==> src/rtl/fetch_pkg.sv <==
// Shared types and constants for the instruction fetch unit: FSM encoding,
// PC step, default reset PC and the prefetch queue entry layout.
package fetch_pkg;

  typedef enum logic [1:0] {
    ST_IDLE   = 2'd0,
    ST_FETCH  = 2'd1,
    ST_HALTED = 2'd2
  } fetch_state_e;

  localparam logic [31:0] PC_STEP          = 32'd4;
  localparam logic [31:0] DEFAULT_RESET_PC = 32'h0000_0000;

  typedef struct packed {
    logic [31:0] pc;
    logic [31:0] inst;
  } fetch_entry_t;

endpackage

==> src/rtl/inst_fetch_if.sv <==
// Bus bundle between the fetch unit, the instruction ROM, execute (redirect/halt)
// and decode. Handshake: an entry transfers on a rising edge where out_valid and
// out_ready are both 1; out_valid never depends on out_ready.
interface inst_fetch_if;
  import fetch_pkg::*;

  logic         imem_ce;
  logic [31:0]  imem_addr;
  logic [31:0]  imem_data;
  logic         redirect_valid;
  logic [31:0]  redirect_pc;
  logic         halt;
  logic         out_valid;
  logic         out_ready;
  logic [31:0]  out_inst;
  logic [31:0]  out_pc;
  logic         fetch_halted;
  fetch_state_e dbg_state;

  modport master (
    output imem_ce, imem_addr, out_valid, out_inst, out_pc, fetch_halted, dbg_state,
    input  imem_data, redirect_valid, redirect_pc, halt, out_ready
  );

  modport slave (
    input  imem_ce, imem_addr, out_valid, out_inst, out_pc, fetch_halted, dbg_state,
    output imem_data, redirect_valid, redirect_pc, halt, out_ready
  );

endinterface

==> src/rtl/fetch_queue.sv <==
// Prefetch FIFO of {pc, inst} entries with synchronous flush. Head reads zero
// when empty; storage is not cleared, only the pointers and count.
module fetch_queue
  import fetch_pkg::*;
#(
  parameter int QDEPTH = 4,
  localparam int PW = $clog2(QDEPTH),
  localparam int CW = PW + 1
) (
  input  logic          clk,
  input  logic          rst_n,
  input  logic          i_flush,
  input  logic          i_push,
  input  fetch_entry_t  i_push_data,
  input  logic          i_pop,
  output logic [CW-1:0] o_count,
  output logic          o_valid,
  output fetch_entry_t  o_head
);

  fetch_entry_t  r_mem [QDEPTH];
  logic [PW-1:0] r_rd_ptr;
  logic [PW-1:0] r_wr_ptr;
  logic [CW-1:0] r_count;

  // Flush wins over any push/pop in the same cycle.
  always_ff @(posedge clk or negedge rst_n) begin
    if (!rst_n) begin
      r_rd_ptr <= '0;
      r_wr_ptr <= '0;
      r_count  <= '0;
    end else if (i_flush) begin
      r_rd_ptr <= '0;
      r_wr_ptr <= '0;
      r_count  <= '0;
    end else begin
      if (i_push) r_wr_ptr <= r_wr_ptr + 1'b1;
      if (i_pop)  r_rd_ptr <= r_rd_ptr + 1'b1;
      unique case ({i_push, i_pop})
        2'b10:   r_count <= r_count + 1'b1;
        2'b01:   r_count <= r_count - 1'b1;
        default: ;
      endcase
    end
  end

  always_ff @(posedge clk) begin
    if (i_push && !i_flush) r_mem[r_wr_ptr] <= i_push_data;
  end

  assign o_count = r_count;
  assign o_valid = (r_count != '0);
  assign o_head  = o_valid ? r_mem[r_rd_ptr] : '0;

endmodule

==> src/rtl/inst_fetch.sv <==
// Instruction fetch unit: PC, fetch FSM and ROM port; fetched words go through
// fetch_queue to decode. Optional FETCH_ALIGN_CHECK_EN adds misaligned-redirect trapping.
module inst_fetch
  import fetch_pkg::*;
#(
  parameter logic [31:0] RESET_PC = DEFAULT_RESET_PC,
  parameter int          QDEPTH   = 4
) (
  input  logic         clk,
  input  logic         rst_n,
  inst_fetch_if.master bus
`ifdef FETCH_ALIGN_CHECK_EN
  ,
  output logic         fetch_err
`endif
);

  localparam int            CW      = $clog2(QDEPTH) + 1;
  localparam logic [CW-1:0] DEPTH_C = CW'(QDEPTH);

  fetch_state_e  r_state;
  fetch_state_e  w_state_nxt;
  logic [31:0]   r_pc;
  logic [31:0]   w_redirect_target;
  logic          w_misaligned;
  logic          w_pop;
  logic          w_push;
  logic          w_push_ok;
  logic          w_q_valid;
  logic [CW-1:0] w_count;
  fetch_entry_t  w_head;
  fetch_entry_t  w_push_data;

`ifdef FETCH_ALIGN_CHECK_EN
  logic r_fetch_err;

  assign w_misaligned      = bus.redirect_valid && (bus.redirect_pc[1:0] != 2'b00);
  assign w_redirect_target = bus.redirect_pc;

  always_ff @(posedge clk or negedge rst_n) begin
    if (!rst_n)            r_fetch_err <= 1'b0;
    else if (w_misaligned) r_fetch_err <= 1'b1;
  end

  assign fetch_err = r_fetch_err;
`else
  assign w_misaligned      = 1'b0;
  assign w_redirect_target = bus.redirect_pc & ~32'h3;
`endif

  assign w_pop     = w_q_valid && bus.out_ready;
  assign w_push_ok = (w_count < DEPTH_C) || w_pop;
  assign w_push    = (r_state == ST_FETCH) && w_push_ok && !bus.redirect_valid && !bus.halt;

  always_ff @(posedge clk or negedge rst_n) begin
    if (!rst_n) r_state <= ST_IDLE;
    else        r_state <= w_state_nxt;
  end

  always_comb begin
    w_state_nxt = r_state;
    unique case (r_state)
      ST_IDLE:   w_state_nxt = ST_FETCH;
      ST_FETCH:  if (bus.halt) w_state_nxt = ST_HALTED;
      ST_HALTED: if (bus.redirect_valid && !bus.halt) w_state_nxt = ST_FETCH;
      default:   w_state_nxt = ST_IDLE;
    endcase
    // A misaligned target must never be fetched, so it parks the unit.
    if (w_misaligned) w_state_nxt = ST_HALTED;
  end

  always_ff @(posedge clk or negedge rst_n) begin
    if (!rst_n)                  r_pc <= RESET_PC;
    else if (bus.redirect_valid) r_pc <= w_redirect_target;
    else if (w_push)             r_pc <= r_pc + PC_STEP;
  end

  assign w_push_data = '{pc: r_pc, inst: bus.imem_data};

  fetch_queue #(.QDEPTH(QDEPTH)) u_queue (
    .clk         (clk),
    .rst_n       (rst_n),
    .i_flush     (bus.redirect_valid),
    .i_push      (w_push),
    .i_push_data (w_push_data),
    .i_pop       (w_pop),
    .o_count     (w_count),
    .o_valid     (w_q_valid),
    .o_head      (w_head)
  );

  assign bus.imem_ce      = w_push;
  assign bus.imem_addr    = r_pc;
  assign bus.out_valid    = w_q_valid;
  assign bus.out_inst     = w_head.inst;
  assign bus.out_pc       = w_head.pc;
  assign bus.fetch_halted = (r_state == ST_HALTED);
  assign bus.dbg_state    = r_state;

endmodule

==> src/flat_wrapper.sv <==
// flat-port wrapper written by rule: the top's interface ports become plain ports
module inst_fetch_flat import fetch_pkg::*;
#(
  parameter logic [31:0] RESET_PC = DEFAULT_RESET_PC,
  parameter int          QDEPTH   = 4
)
  (clk, rst_n, bus_imem_ce, bus_imem_addr, bus_out_valid, bus_out_inst, bus_out_pc, bus_fetch_halted, bus_dbg_state, bus_imem_data, bus_redirect_valid, bus_redirect_pc, bus_halt, bus_out_ready);
  inst_fetch_if bus_i ();
  input  logic clk;
  input  logic rst_n;
  output wire logic [$bits(bus_i.imem_ce)-1:0] bus_imem_ce;
  output wire logic [$bits(bus_i.imem_addr)-1:0] bus_imem_addr;
  output wire logic [$bits(bus_i.out_valid)-1:0] bus_out_valid;
  output wire logic [$bits(bus_i.out_inst)-1:0] bus_out_inst;
  output wire logic [$bits(bus_i.out_pc)-1:0] bus_out_pc;
  output wire logic [$bits(bus_i.fetch_halted)-1:0] bus_fetch_halted;
  output wire logic [$bits(bus_i.dbg_state)-1:0] bus_dbg_state;
  input wire logic [$bits(bus_i.imem_data)-1:0] bus_imem_data;
  input wire logic [$bits(bus_i.redirect_valid)-1:0] bus_redirect_valid;
  input wire logic [$bits(bus_i.redirect_pc)-1:0] bus_redirect_pc;
  input wire logic [$bits(bus_i.halt)-1:0] bus_halt;
  input wire logic [$bits(bus_i.out_ready)-1:0] bus_out_ready;
  assign bus_imem_ce = bus_i.imem_ce;
  assign bus_imem_addr = bus_i.imem_addr;
  assign bus_out_valid = bus_i.out_valid;
  assign bus_out_inst = bus_i.out_inst;
  assign bus_out_pc = bus_i.out_pc;
  assign bus_fetch_halted = bus_i.fetch_halted;
  assign bus_dbg_state = bus_i.dbg_state;
  assign bus_i.imem_data = bus_imem_data;
  assign bus_i.redirect_valid = bus_redirect_valid;
  assign bus_i.redirect_pc = bus_redirect_pc;
  assign bus_i.halt = bus_halt;
  assign bus_i.out_ready = bus_out_ready;
  inst_fetch #(.RESET_PC(RESET_PC), .QDEPTH(QDEPTH)) u_core (.clk(clk), .rst_n(rst_n), .bus(bus_i));
endmodule
==> config.mk <==
export PLATFORM = sky130hd
export DESIGN_NAME = inst_fetch_flat
export DESIGN_NICKNAME = d
export VERILOG_FILES = /design/src/rtl/fetch_pkg.sv /design/src/rtl/inst_fetch_if.sv /design/src/rtl/fetch_queue.sv /design/src/rtl/inst_fetch.sv /design/src/flat_wrapper.sv
export SDC_FILE = /design/constraint.sdc
export NUM_CORES = 1
export LEC_CHECK = 0
export BUFFER_PORTS_ARGS = -buffer_cell sky130_fd_sc_hd__buf_2
export CAP_MARGIN = 20
export CELL_PAD_IN_SITES_DETAIL_PLACEMENT = 0
export CELL_PAD_IN_SITES_GLOBAL_PLACEMENT = 1
export CORE_MARGIN = 10
export CORE_UTILIZATION = 52
export CTS_CLUSTER_DIAMETER = 100
export DETAILED_ROUTE_END_ITERATION = 6
export GPL_ROUTABILITY_DRIVEN = 0
export PLACE_DENSITY_LB_ADDON = 0.1
export SLEW_MARGIN = 20
export SYNTH_ARGS = -nofsm -noshare
export SYNTH_HDL_FRONTEND = slang
export SYNTH_SLANG_ARGS = --single-unit
==> constraint.sdc <==
create_clock -name clk -period 8.1 [get_ports clk]
set_input_delay 1.215 -clock clk [delete_from_list [all_inputs] [get_ports clk]]
set_output_delay 1.215 -clock clk [all_outputs]
set_load 0.02 [all_outputs]
==> results of run 1 <==
worst max-delay path: stages:
cell and delay, ps:
buf_2 120, nor3b_2 670, nand2_2 280, nor2_1 410
buf_2 250
power by group:
part	internal, W	switching (W)	total (W)
Clock	0.000879	0.000536	0.00142
Combinational	0.000479	0.000688	0.00117
Sequential	0.00172	0.000102	0.00182
Total	0.00308	0.00133	0.00440
state kept, by name, summed over array words and instances, names as in the netlist:
name                     count
u_core.u_queue.r_mem       248
u_core.bus.imem_addr        30
u_core.u_queue.o_count       3
u_core.bus.dbg_state         2
u_core.u_queue.r_rd_ptr      2
u_core.u_queue.r_wr_ptr      2
through the flow:
step	util, %	cells	hold WS (ps)
floorplan	-	645	543
global placement	58.0	1058	490
detailed placement	58.0	1058	517
CTS	62.6	1112	525
global route	62.7	1112	576
finish	62.7	1112	523
path summary, 6_finish.rpt:
path,endpoint,cells after the start,startpoint,slack [ps]
worst max register to register,u_core.u_queue.r_mem[2][13],5,u_core.bus.dbg_state[1],4860
worst min-delay path,u_core.bus.dbg_state[0],1,u_core.bus.dbg_state[0],520
worst min register to register,u_core.bus.dbg_state[0],1,u_core.bus.dbg_state[0],520
min in group asynchronous,u_core.bus.imem_addr[19],1,rst_n,820
worst max-delay path,bus_imem_ce,5,bus_halt,3940
max in group asynchronous,u_core.u_queue.r_rd_ptr[0],1,rst_n,6550
kinds of logic after synthesis:
kind of cell	synth area share [%]
muxes	12.2
and+or+nand+nor	8.91
adders and majority gates	0.708
xor gates and xnor gates	2.55
other	0.0322
buffers and inverters	1.65
DFF	72.2
AOI/OAI and AO/OA	1.67
layout by cell type, fill, tap and decap left out, types with 2 or more instances in the layout:
cell type / count
a21oi_1: 2
a31oi_1: 2
and2_1: 64
and2_4: 4
and3_1: 5
and4_1: 6
buf_2: 163
buf_4: 6
bufinv_16: 7
clkbuf_1: 3
clkbuf_16: 29
clkinv_1: 7
clkinv_2: 4
clkinv_4: 2
conb_1: 4
dfrtp_1: 37
dfrtp_4: 2
edfxtp_1: 248
ha_1: 5
inv_1: 3
inv_6: 2
mux2i_1: 2
mux4_2: 62
nand2_1: 41
nand3_1: 9
nand4_1: 9
nand4_4: 3
nand4b_1: 2
nor2_1: 11
nor3_1: 4
nor4_2: 4
o21ai_0: 8
o21ai_1: 22
xnor2_1: 13
xor2_1: 21
per-layer routing:
layer	share of wire, %	wire (um)	up-vias
met2	50	12300	203
li1	-	-	2816
met3	6.6	1600	30
met4	1.7	409	0
met1	41	10100	3149
met5	0	0	-
cell type report:
cell class / instances / share of cell area [%]
flip-flops and latches: 287 / 61.3
clock inverters: 22 / 2.12
repair buffers: 170 / 6.34
inverters: 3 / 0.0818
clock buffers: 32 / 5.36
multi-input cells: 318 / 22.3
well taps: 280 / 2.55
==> flow_summary.toml, run 1 <==
[timing]
setup_tns_ps = 0
hold_violations = 0
fin_crit_ps = 4160
rsz0062_at_grt = "no"
setup_violations = 0
max_slew_margin_pct = 33.4
fin_skew_ps = 15.5
final.setup.worst_slack_ps = 3940
finalCritPeriodShare_pct = 51.4
slew_violations = 0
tightest_slew_ps = 999
fmax_mhz = 240

[pwr]
powerDensity_mw_per_mm2 = 320
p_leak_nw = 4.93
total_power_w = 0.00440
peakVddDrop_mv = 0.235

[global_routing]
grtUsageMet1_pct = 21.2
grt_usage_pct = 16.7
overflow = 0
grt_max_degree = 70
antenna_found_initial = 0
grt.busiest_layer = "met2"
use_met2_pct = 28.7
met3_usage_pct = 3.44
grt_pass1_wl_mm = 37.3
grt_pass1_vias = 6553

[route]
ant_nets = 0
first_iter_violations = 368
post-route-drc-count = 0
drt_wl_total_mm = 24.4
drt-wirelength-per-cell_um = 21.9
via_per_inst = 5.57
via_count = 6198
drtPass1Iterations = 4

[layout]
drive_above_1_share_pct = 35.9
antenna_cells = 0
fin_area_mm2 = 0.0138
seq_area_mm2 = 0.00843
area_growth_pct = 18.0
fillers = 1630
num-nets-final = 884
multi_input_area_mm2 = 0.00307

[run]
max-cap-violations = 0

[floorplan]
pin_count = 170
start_util_pct = 53.1
die_y_um = 170
rows = 54
die-area_mm2 = 0.0288
core_area_mm2 = 0.0220
die_x_um = 170

[logic_synthesis]
synth_top_area_share_pct = 63.9
synthTopCellsByCount = "248 x edfxtp_1, 68 x and2_1, 62 x mux4_2, 41 x nand2_1, 39 x dfrtp_1"
synthDistinctLibCells = 44
async_reset_ff_share_pct = 13.6
synth_edf_count = 248
synth_top_flop_cell = "edfxtp_1"
ys_ff_latch = 287
ys_warn_count = 0
synth_area_mm2 = 0.0117
ys_seq_area_share_pct = 72.2
synth_top_cell_by_area = "edfxtp_1"
synthesis.instances = 642
synth_area_per_cell_um2 = 18.2
synth_area_leaders = "edfxtp_1 64%, mux4_2 12%, dfrtp_1 8.4%"
synth_most_common_cell = "edfxtp_1"

[setup_path]
crit_required_ps = 6880
crit_fanout = 11
arrival_ps = 2940
crit_type = "in -> out"
cp-end-kind = "output pin"
startpoint_type = "input pin"

[clocking]
clock_latency_ps = 540
cts_buffer_depth = 3
cts_buffers = 29
cts_hold_buf = 0
path_clk_slew_ps = 60
clockRootBuffer = "clkbuf_16"
tritoncts = "yes"
post_cts_buffers = 0
ctsResizeCount = 0
cts.sink_count = 287
ctsHtreeMaxLevel = 1

[place]
dp_hpwl_mm = 14.6
port_buffers = 163
place_area_mm2 = 0.0127
dp_slack_ps = 3920

[worst_hold_path]
hold_path_class = "reg -> reg"

[run_status]
status = "finished, final reports clean"
Note: power is estimated with default switching activity, not from simulation.
==> run 2: changes to the inputs <==
ABC_AREA = 1   (was unset)
CORE_UTILIZATION = 41   (was 52)
clock period = 3.7 ns   (was 8.1 ns; I/O delays follow)
==> run 2 against run 1 <==
Net effect:
- critical path depth is the same
- worst hold slack got worse by 350 ps
- sequential power is 120% higher
- final area up 6.3%
- via count grew 39%
- die area increased by 30%
- clock power grew 92%
- core utilization fell by 13 points
- sequential cell count is the same
- register-to-register slack worse by 3300 ps
- critical path type is now reg -> out
- critical endpoint is now bus_out_pc[28]
==> flow_summary.toml, run 2 <==
[setup_path]
crit_type = "reg -> out"
startpoint_type = "register"
crit_fanout = 46
cp-end-kind = "output pin"
crit_required_ps = 3140
cpMaxStageDelayCell = "clkinv_2"
crit_chain = "clkinv_2, buf_4, o21ai_0, a21oi_1, buf_2"
arrival_ps = 2460
max_stage_delay_ps = 480

[logic_synthesis]
synth_edf_count = 248
synth_top_cell_by_area = "edfxtp_1"
synth_top_flop_cell = "edfxtp_1"
synthTopCellsByCount = "311 x nor2_1, 248 x edfxtp_1, 150 x nand2_1, 142 x o21ai_0, 69 x a21oi_1"
async_reset_ff_share_pct = 13.6
synth_area_mm2 = 0.0123
synth_area_leaders = "edfxtp_1 61%, nor2_1 9.5%, dfrtp_1 7.9%"
synth_most_common_cell = "nor2_1"
synthDistinctLibCells = 36
ys_ff_latch = 287
synth_area_per_cell_um2 = 10.6
ys_seq_area_share_pct = 68.4
ys_warn_count = 0
synth_top_area_share_pct = 60.5
synthesis.instances = 1161

[floorplan]
die_y_um = 193
die_x_um = 193
pin_count = 170
core_area_mm2 = 0.0296
start_util_pct = 41.5
rows = 63
die-area_mm2 = 0.0373

[layout]
area_growth_pct = 18.8
antenna_cells = 0
finalNonFillerCells = 1734
multi_input_area_mm2 = 0.00341
top_register = "u_core.u_queue.r_mem"
largest_reg_flops = 248
fillers = 2733
num-nets-final = 1399
drive_above_1_share_pct = 18.9
layout_common_cells = "307 x nor2_1, 248 x edfxtp_1, 163 x buf_2"
seq_area_mm2 = 0.00843
final_common_cell = "nor2_1"

[timing]
slew_violations = 0
fin_crit_ps = 3020
final.setup.worst_slack_ps = 684
hold_violations = 0
finalCritPeriodShare_pct = 81.5
whs_ps = 169
fmax_mhz = 332
fin_skew_ps = 26.1
tightest_slew_ps = 994
rsz0062_at_grt = "no"
max_slew_margin_pct = 33.7
setup_violations = 0

[route]
first_iter_violations = 474
via_per_inst = 4.96
drtPass1Iterations = 5
ant_nets = 0
post-route-drc-count = 0
drt-wirelength-per-cell_um = 18.4
drt_wl_total_mm = 32.0
via_count = 8594

[pwr]
total_power_w = 0.00978
peakVddDrop_mv = 0.384
p_leak_nw = 5.65
powerDensity_mw_per_mm2 = 669

[clocking]
cts.sink_count = 287
post_cts_buffers = 0
clockRootBuffer = "clkbuf_16"
cts_buffer_depth = 3
ctsResizeCount = 0
clock_latency_ps = 550
tritoncts = "yes"
cts_hold_buf = 0
ctsHtreeMaxLevel = 1
path_clk_slew_ps = 60
cts_buffers = 30

[global_routing]
grt_pass1_wl_mm = 49.6
overflow = 0
grt_pass1_vias = 8745
antenna_found_initial = 0
grt_max_degree = 66
grt_usage_pct = 16.5

[place]
port_buffers = 163
dp_hpwl_mm = 20.0
dp_slack_ps = 1210
placed_cells = 1682

[run_status]
status = "finished, final reports clean"

[run]
max-cap-violations = 0

[worst_hold_path]
hold_path_class = "in -> async"
[run 2: cell families after synthesis]
kind of cell / after synthesis / synth area share [%]
AO/OA/AOI/OAI: 222 / 9.22
adder cells (fa/ha/maj): 6 / 0.671
flip-flops: 287 / 68.4
buffers and inverters: 118 / 4.15
XOR/XNOR: 10 / 0.712
AND/OR/NAND/NOR: 517 / 16.8
other: 1 / 0.0305
[run 2: power by group]
group | switching (W) | total [W] | internal [W] | leakage [nW]
combinational | 0.00210 | 0.00296 | 0.000864 | 2.50
clock | 0.00115 | 0.00273 | 0.00158 | 0.434
sequential | 0.000278 | 0.00409 | 0.00382 | 2.71
[run 2: area by class of cell]
| type | instances | area share [%] |
|---|---|---|
| multi-input combinational | 759 | 23.4 |
| inverter | 58 | 1.50 |
| sequential | 287 | 57.6 |
| tap | 390 | 3.34 |
| clock buffer | 36 | 5.43 |
| timing repair buffer | 188 | 8.06 |
| clock inverter | 16 | 0.685 |
[run 2: routing by layer]
layer,GRT usage (%),vias up,part of all wire [%]
li1,-,4266,-
met1,21.7,4090,46
met3,2.61,42,4.4
met4,4.69,0,2.1
met5,0,-,0
met2,27.5,196,48
[run 2: path summary, 6_finish.rpt]
check	start	to	slack, ps	depth (start not counted)
max	u_core.u_queue.r_rd_ptr[0]	bus_out_pc[28]	680	5
max in group asynchronous	rst_n	u_core.u_queue.r_rd_ptr[0]	2800	1
min	rst_n	u_core.bus.imem_addr[27]	170	1
max reg2reg	u_core.bus.dbg_state[1]	u_core.u_queue.o_count[2]	1540	14
min in group clk	bus_redirect_pc[19]	u_core.bus.imem_addr[19]	220	3
min reg2reg	u_core.bus.dbg_state[0]	u_core.bus.dbg_state[0]	530	1
[run 2: critical path: cells and delay by family (launching register included)]
family / cells / cell delay [ps]
AOI/OAI and AO/OA: 2 / 310
DFF: 1 / 420
buffers and inverters: 3 / 1130
[run 2: stage by stage]
stage	TNS, ps	cell area [um2]	util (%)
finish	0	14600	49.3
global route	0	14600	49.3
CTS	0	14600	49.3
detailed placement	0	13700	46.3
global placement	0	13700	46.3
floorplan	-143740	12300	-
